--- config.mk ---
export PLATFORM = sky130hd
export DESIGN_NAME = uart_tx_fifo_drain
export DESIGN_NICKNAME = d
export VERILOG_FILES = /design/src/rtl/uart_pkg.sv /design/src/rtl/uart_baud_gen.sv /design/src/rtl/uart_tx_fifo_drain.sv
export SDC_FILE = /design/constraint.sdc
export NUM_CORES = 1
export LEC_CHECK = 0
export ABC_AREA = 1
export CAP_MARGIN = 20
export CELL_PAD_IN_SITES_DETAIL_PLACEMENT = 1
export CELL_PAD_IN_SITES_GLOBAL_PLACEMENT = 1
export CORE_ASPECT_RATIO = 1.25
export CORE_UTILIZATION = 40
export DETAILED_ROUTE_END_ITERATION = 10
export HOLD_SLACK_MARGIN = 0.05
export MAX_ROUTING_LAYER = met4
export PLACE_DENSITY = 0.82
export SLEW_MARGIN = 25
export SYNTH_ARGS = -nofsm -noshare
export SYNTH_HDL_FRONTEND = slang
export SYNTH_SLANG_ARGS = --single-unit
--- constraint.sdc ---
create_clock -name clk -period 2.19 [get_ports clk]
set_clock_uncertainty 0.2 [all_clocks]
set_input_delay 0.657 -clock clk [delete_from_list [all_inputs] [get_ports clk]]
set_output_delay 0.657 -clock clk [all_outputs]
set_load 0.1 [all_outputs]
--- src/rtl/uart_pkg.sv ---
// Shared UART definitions: FSM state encoding, line levels, default payload width.
package uart_pkg;
  typedef enum logic [2:0] {IDLE, FETCH, START, DATA, STOP} uart_state_t;

  localparam logic START_BIT  = 1'b0;
  localparam logic STOP_BIT   = 1'b1;
  localparam logic IDLE_LEVEL = 1'b1;

  localparam int DEF_DATA_WIDTH = 8;
endpackage

--- src/rtl/uart_baud_gen.sv ---
// Bit-period timer: counts 0..CLKS_PER_BIT-1 while enabled, pulses bit_done on the wrap.
module uart_baud_gen #(
  parameter int CLKS_PER_BIT = 868
) (
  input  logic clk,
  input  logic rst,
  input  logic en,
  output logic bit_done
);
  localparam int CW = (CLKS_PER_BIT > 1) ? $clog2(CLKS_PER_BIT) : 1;
  localparam logic [CW-1:0] LAST = CW'(CLKS_PER_BIT - 1);

  logic [CW-1:0] r_cnt;

  always_ff @(posedge clk) begin
    if (rst || !en)        r_cnt <= '0;
    else if (r_cnt == LAST) r_cnt <= '0;
    else                   r_cnt <= r_cnt + 1'b1;
  end

  assign bit_done = en && (r_cnt == LAST);
endmodule

--- src/rtl/uart_tx_fifo_drain.sv ---
// 8N1 UART transmitter that pops bytes from a registered-output fifo and
// serialises them LSB-first; one read outstanding at most.
module uart_tx_fifo_drain
  import uart_pkg::*;
#(
  parameter int CLOCK_FREQ = 100_000_000,
  parameter int BAUD_RATE  = 115_200,
  parameter int DATA_WIDTH = DEF_DATA_WIDTH
) (
  input  logic                  clk,
  input  logic                  rst,
  input  logic                  fifo_empty,
  input  logic [DATA_WIDTH-1:0] fifo_dout,
  output logic                  fifo_rd_en,
  output logic                  serial_out,
  output logic                  tx_busy
);
  localparam int CLKS_PER_BIT = CLOCK_FREQ / BAUD_RATE;
  localparam int BW = $clog2(DATA_WIDTH) + 1;
  localparam logic [BW-1:0] LAST_BIT = BW'(DATA_WIDTH - 1);

  uart_state_t           r_state, w_state_nxt;
  logic [DATA_WIDTH-1:0] r_shift, w_shift_nxt;
  logic [BW-1:0]         r_bit_cnt, w_bit_cnt_nxt;
  logic                  r_serial, w_serial_nxt;
  logic                  w_baud_en, w_bit_done;

  // Timer only runs while a bit is on the line, so it sits at 0 in IDLE/FETCH.
  assign w_baud_en = (r_state == START) || (r_state == DATA) || (r_state == STOP);

  uart_baud_gen #(.CLKS_PER_BIT(CLKS_PER_BIT)) u_baud (
    .clk      (clk),
    .rst      (rst),
    .en       (w_baud_en),
    .bit_done (w_bit_done)
  );

  always_ff @(posedge clk) begin
    if (rst) begin
      r_state   <= IDLE;
      r_shift   <= '0;
      r_bit_cnt <= '0;
      r_serial  <= IDLE_LEVEL;
    end else begin
      r_state   <= w_state_nxt;
      r_shift   <= w_shift_nxt;
      r_bit_cnt <= w_bit_cnt_nxt;
      r_serial  <= w_serial_nxt;
    end
  end

  always_comb begin
    w_state_nxt   = r_state;
    w_shift_nxt   = r_shift;
    w_bit_cnt_nxt = r_bit_cnt;
    case (r_state)
      IDLE:  if (!fifo_empty) w_state_nxt = FETCH;
      // fifo_dout becomes valid the cycle after rd_en, i.e. here.
      FETCH: begin
        w_shift_nxt   = fifo_dout;
        w_bit_cnt_nxt = '0;
        w_state_nxt   = START;
      end
      START: if (w_bit_done) w_state_nxt = DATA;
      DATA:  if (w_bit_done) begin
        w_shift_nxt   = r_shift >> 1;
        w_bit_cnt_nxt = r_bit_cnt + 1'b1;
        if (r_bit_cnt == LAST_BIT) w_state_nxt = STOP;
      end
      STOP:  if (w_bit_done) w_state_nxt = IDLE;
      default: w_state_nxt = IDLE;
    endcase
  end

  // Line level is registered from the next state so each bit holds for exactly one period.
  always_comb begin
    w_serial_nxt = IDLE_LEVEL;
    case (w_state_nxt)
      START:   w_serial_nxt = START_BIT;
      DATA:    w_serial_nxt = w_shift_nxt[0];
      STOP:    w_serial_nxt = STOP_BIT;
      default: w_serial_nxt = IDLE_LEVEL;
    endcase
  end

  assign fifo_rd_en = !rst && (r_state == IDLE) && !fifo_empty;
  assign tx_busy    = !rst && (r_state != IDLE);
  assign serial_out = r_serial;
endmodule

# Word level (Yosys, flattened, before mapping)
# Cells that the tools add are included.
dict set report classes {
  n_reduce_logical 15
  addsub 2
  n_eq_ne 9
  muxes 11
}
# cell count
set ops {}
lappend ops {{$pmux 8 s2} 1}
lappend ops {{$mux 3} 5}
lappend ops {{$pmux 3 s5} 1}
lappend ops {{$eq 3x2->1 const B} 4}
lappend ops {{$add 10x1->10 const B} 1}
lappend ops {{$eq 10x10->1 const B} 1}
lappend ops {{$mux 8} 1}
lappend ops {{$pmux 4 s2} 1}
lappend ops {{$add 4x1->4 const B} 1}
lappend ops {{$eq 4x3->1 const B} 1}
lappend ops {{$logic_and 1x1->1} 4}
lappend ops {{$mux 4} 1}
lappend ops {{$eq 3x1->1 const B} 1}
lappend ops {{$eq 3x3->1 const B} 1}
lappend ops {{$logic_not 1->1} 3}
lappend ops {{$logic_not 3->1} 1}
lappend ops {{$logic_or 1x1->1} 3}
lappend ops {{$reduce_bool 3->1} 1}
lappend ops {{$ne 2x1->1 const B} 1}
lappend ops {{$pmux 1 s2} 1}
lappend ops {{$reduce_and 2->1} 1}
lappend ops {{$reduce_bool 2->1} 1}
lappend ops {{$reduce_or 2->1} 1}
dict set report totals {
  in_bits 11
  ff_bits 26
}

# Depth between registers and ports, before layout
dict set report depth {
  ltp_word 8
  ltp_mapped 10
  mapped_depth_nobuf 10
}

# By module
# From an unflattened synthesis, not the netlist that was laid out.
dict set report hier_totals {
  cells_unflattened 196
  area_unflattened_um2 1352.5
}
# mod cells_each instances area_each_um2
set by_module_without_submodules {}
lappend by_module_without_submodules {uart_tx_fifo_drain 129 1 858.3}
lappend by_module_without_submodules {uart_baud_gen 67 1 494.2}

# Worst setup path after synthesis
# Ideal clock, no wire load.
dict set report synth_timing {
  path_kind {input port to output port}
  from {input port fifo_empty}
  to {output port fifo_rd_en}
  n_path_buf 0
  cell_stages 1
  arrival_ps 2755
  setup_slack_ps -1422
  cell_sequence {nor3_1}
}
dict set report synth_between {
  elab_chain_cells 2
}
# element line
set synth_rtl {}
lappend synth_rtl {{start, declared} uart_tx_fifo_drain.sv:12} ;# input logic fifo_empty,
lappend synth_rtl {{$logic_not 1->1} uart_tx_fifo_drain.sv:86} ;# assign fifo_rd_en = !rst && (r_state == IDLE) && !fifo_empty;
lappend synth_rtl {{$logic_and 1x1->1} uart_tx_fifo_drain.sv:86}
lappend synth_rtl {{end, declared} uart_tx_fifo_drain.sv:14} ;# output logic fifo_rd_en,
# No other way between the ends.

# Final worst setup path
dict set report layout_timing {
  from {register r_state[0]}
  to {output port fifo_rd_en}
}
dict set report layout_between {
  elab_chain_cells 3
}
# element line
set layout_rtl {}
lappend layout_rtl {{start, declared} uart_tx_fifo_drain.sv:22} ;# uart_state_t r_state, w_state_nxt;
lappend layout_rtl {{start signal, assigned} uart_tx_fifo_drain.sv:45} ;# r_state <= w_state_nxt;
lappend layout_rtl {{$logic_not 3->1} uart_tx_fifo_drain.sv:86}
lappend layout_rtl {{$logic_and 1x1->1 (2 in series)} uart_tx_fifo_drain.sv:86}
# No other way between the ends.

==> impl_metrics.py <==
metrics = {
    "setup_path": {
        "end_kind": "output pin",
        "cpMaxStageDelayCell": "sky130_fd_sc_hd__dfxtp_2",
        "cp_max_fo": 5,
        "critical_path_required_ns": 1.33,
        "worst-r2r-cell-count": 8,
        "startpoint_type": "register",
        "regToRegSetupSlack_ns": 0.33,
        "critical_path_buf_inv_count": 2,
        "max_stage_delay_ns": 0.37,
        "rr_startpoint": "u_baud.r_cnt[0]",
        "crit_arrival_ns": 1.25,
        "regToRegEndpoint": "serial_out",
        "worstPathCellList": "inv_1 -> nand2_2 -> nor3_4 -> buf_12",
        "crit_type": "register to output pin",
        "worstSetupPathDepth": 4,
        "cpLargestDelayFamily": "flip-flops",
    },
    "clock_tree": {
        "cts-root-to-sink-buffers": 2,
        "tritoncts": "done",
        "cts-hold-fix-buffers": 0,
        "root_buffer": "sky130_fd_sc_hd__clkbuf_4",
        "clock_insertion_delay_worst_skew_ns": 0.33,
        "cts.htree.levels": 1,
        "clk_transition_reported_paths_ns": 0.13,
        "clock_sinks": 26,
        "cts_inserted_buffers": 3,
    },
    "route": {
        "avgRoutedWirePerCell_um": 13.1,
        "drc": 0,
        "drt_wl_total_mm": 2.89,
        "first_drt_pass_iteration_count": 3,
        "vias": 1182,
        "detail_route.vias_per_cell": 5.35,
        "route.antenna.remaining_nets": 0,
        "drt-initial-drc-count": 18,
    },
    "timing": {
        "maxSlewViolCount": 0,
        "fin_worst_hold_slack_ns": 0.263,
        "setup-violations-final": 0,
        "final_hold_viol_count": 0,
        "min_period_ns": 2.11,
        "unrepaired_setup_endpoints_after_global_routing": "false",
        "maxClockFrequency_ghz": 0.474,
        "maxSlewHeadroom_pct": 70.9,
        "tcrit_tclk_final_pct": 96.3,
        "worst_pin_slew_ns": 0.436,
    },
    "layout": {
        "final_nets": 199,
        "syn_to_final_growth_pct": 22.1,
        "post_route_cells_drive_above_1_share_pct": 21.1,
        "finalNonFillerCells": 221,
        "num_antenna_cells": 0,
    },
    "floorplan": {
        "die_width_um": 52.7,
        "effective_utilization_at_floorplan_pct": 42.8,
        "dieArea_sq_um": 3440,
        "fp-row-count": 22,
        "num_io_pins": 14,
        "floorplan.core_area_sq_um": 3000,
        "chipHeight_um": 65.4,
    },
    "hold_path": {
        "hold_path.startpoint": "u_baud.r_cnt[0]",
        "holdPathStages": 1,
        "hold_end": "u_baud.r_cnt[0]",
        "hold_crit_class": "register to register",
    },
    "placement": {
        "numPlacedInstances": 216,
        "routabilityCongestion": 0.798,
        "portBuffers": 13,
        "place.detailed.hpwl_mm": 2.29,
    },
    "power": {
        "vdd.ir_drop.worst_mv": 0.452,
        "switching_share_pct": 27.0,
        "power.internal_mw": 0.742,
        "power.clock.fraction_pct": 32.9,
        "pwr-share-seq_pct": 49.6,
        "power_switching_mw": 0.274,
        "power.share.combinational_pct": 17.5,
        "cellPowerDensity_nw_per_um2": 647,
        "p_leak_nw": 0.563,
    },
    "synth": {
        "syn_nets": 181,
        "ys_top_cells_by_area": "sky130_fd_sc_hd__dfxtp_1, sky130_fd_sc_hd__nand2_1, sky130_fd_sc_hd__nand3_1, sky130_fd_sc_hd__nor2_1, sky130_fd_sc_hd__a21oi_1",
        "syn_avg_cell_area_sq_um": 7.65,
        "synth_top_area_share_pct": 40.5,
        "yosysUniqueCellTypes": 30,
        "synth.cell_area_sq_um": 1280,
        "ys_ff_latch": 26,
        "synth_top_cell_by_area": "sky130_fd_sc_hd__dfxtp_1",
        "synth_warn": 0,
        "synth.yosys.seq_area_share_pct": 40.5,
        "post_synth_inst_count": 168,
    },
    "global_routing": {
        "pin_count_of_the_biggest_net_entering_global_routing": 16,
        "grt_first_pass_wirelength_mm": 4.91,
        "antenna_found_initial": 0,
        "grt.overflow.total": 0,
        "grt_pass1_vias": 1185,
        "global_route.usage.total_pct": 19.8,
    },
    "outcome": {
        "run_status": "finished, final reports clean",
    },
    "run": {
        "drv_cap": 0,
    },
}
power by group through the flow:
stage / Combinational (mW) / Sequential (mW) / Clock (mW)
after CTS: 0.181 / 0.504 / 0.336
after detailed placement: 0.179 / 0.514 / 0
after global routing: 0.192 / 0.506 / 0.351
after global placement: 0.173 / 0.512 / 0
final: 0.178 / 0.504 / 0.334
after floorplan: 0.104 / 0.524 / 0
per-layer routing:
| layer | track usage, % | up-vias | part of all wire, % |
|---|---|---|---|
| li1 | - | 592 | - |
| met1 | 19.2 | 572 | 41 |
| met2 | 38.8 | 14 | 57 |
| met3 | 2.08 | 4 | 1.7 |
| met4 | 6.91 | 0 | 1.0 |
| met5 | - | - | 0 |
what timing repair did:
item / in CTS / in global routing
gates resized for setup: 10 / 4
setup buffers: 1 / 0
pin swaps: 1 / 1
endpoints found under the setup margin: 2 / 1
worst max-delay path by stage:
stage	start	to	slack [ns]
6_report	r_state[0]	fifo_rd_en	0.08
5_1_grt	r_state[0]	fifo_rd_en	0.02
4_1_cts	r_state[2]	fifo_rd_en	0.003
3_5_place_dp	rst	fifo_rd_en	-0.32
3_3_place_gp	rst	fifo_rd_en	-0.30
2_1_floorplan	fifo_empty	fifo_rd_en	-0.11
kinds of logic (layout without fill, tap and decap cells):
logic type               count (synthesis)  in the layout  synth area share (%)
adder cells (fa/ha/maj)                  2              2                  1.95
buffers and inverters                   21             38                  7.40
flip-flops                              26             26                  40.5
AND/OR/NAND/NOR                         92             92                  38.0
AO/OA/AOI/OAI                           24             24                  10.1
XOR/XNOR                                 3              3                  2.05
synth_stat cells (all sizes together):
cell,n
dfxtp,26
a31oi,6
clkbuf,1
xor2,2
nor4,1
nor2,24
clkinv,1
nor3,5
a21oi,12
ha,2
nand2,34
nor3b,2
buf,3
nand4,1
xnor2,1
nand3,25
inv,16
o211ai,1
o21ai,5
registers in the layout, indices dropped and copies added (netlist names):
signal / flops
serial_out: 1
u_baud.r_cnt: 10
r_bit_cnt: 4
r_shift: 8
r_state: 3
final cells by class:
class                      count  area [sq um]
sequential                    26           526
clock buffer                   3          22.5
clock inverter                 1          30.0
timing repair buffer          17           180
tap                           36          45.0
fill                         373          1430
multi-input combinational    121           702
inverter                      17          63.8
cells in the final DEF, fill, tap and decap left out, drive strengths merged:
cell and instances:
a31oi 6, nor3 5, buf 8, a21oi 12, nor4 1, o21ai 5
nand2 34, dfxtp 26, clkdlybuf4s50 8, bufinv 1, clkbuf 4, nand4 1
nor3b 2, xnor2 1, inv 16, ha 2, o211ai 1, clkinv 1
nor2 24, nand3 25, xor2 2
metrics by stage:
step / setup slack [ns] / utilization [%] / power [mW] / setup TNS, ns / cell area [sq um]
floorplan: -0.112 / - / 0.628 / -0.112 / 1330
global placement: -0.300 / 50.1 / 0.685 / -0.660 / 1500
detailed placement: -0.316 / 50.1 / 0.693 / -1.14 / 1500
CTS: 0.00257 / 52.6 / 1.02 / 0 / 1580
global route: 0.0192 / 52.3 / 1.05 / 0 / 1570
finish: 0.0815 / 52.3 / 1.02 / 0 / 1570
(Power assumes the default switching activity.)
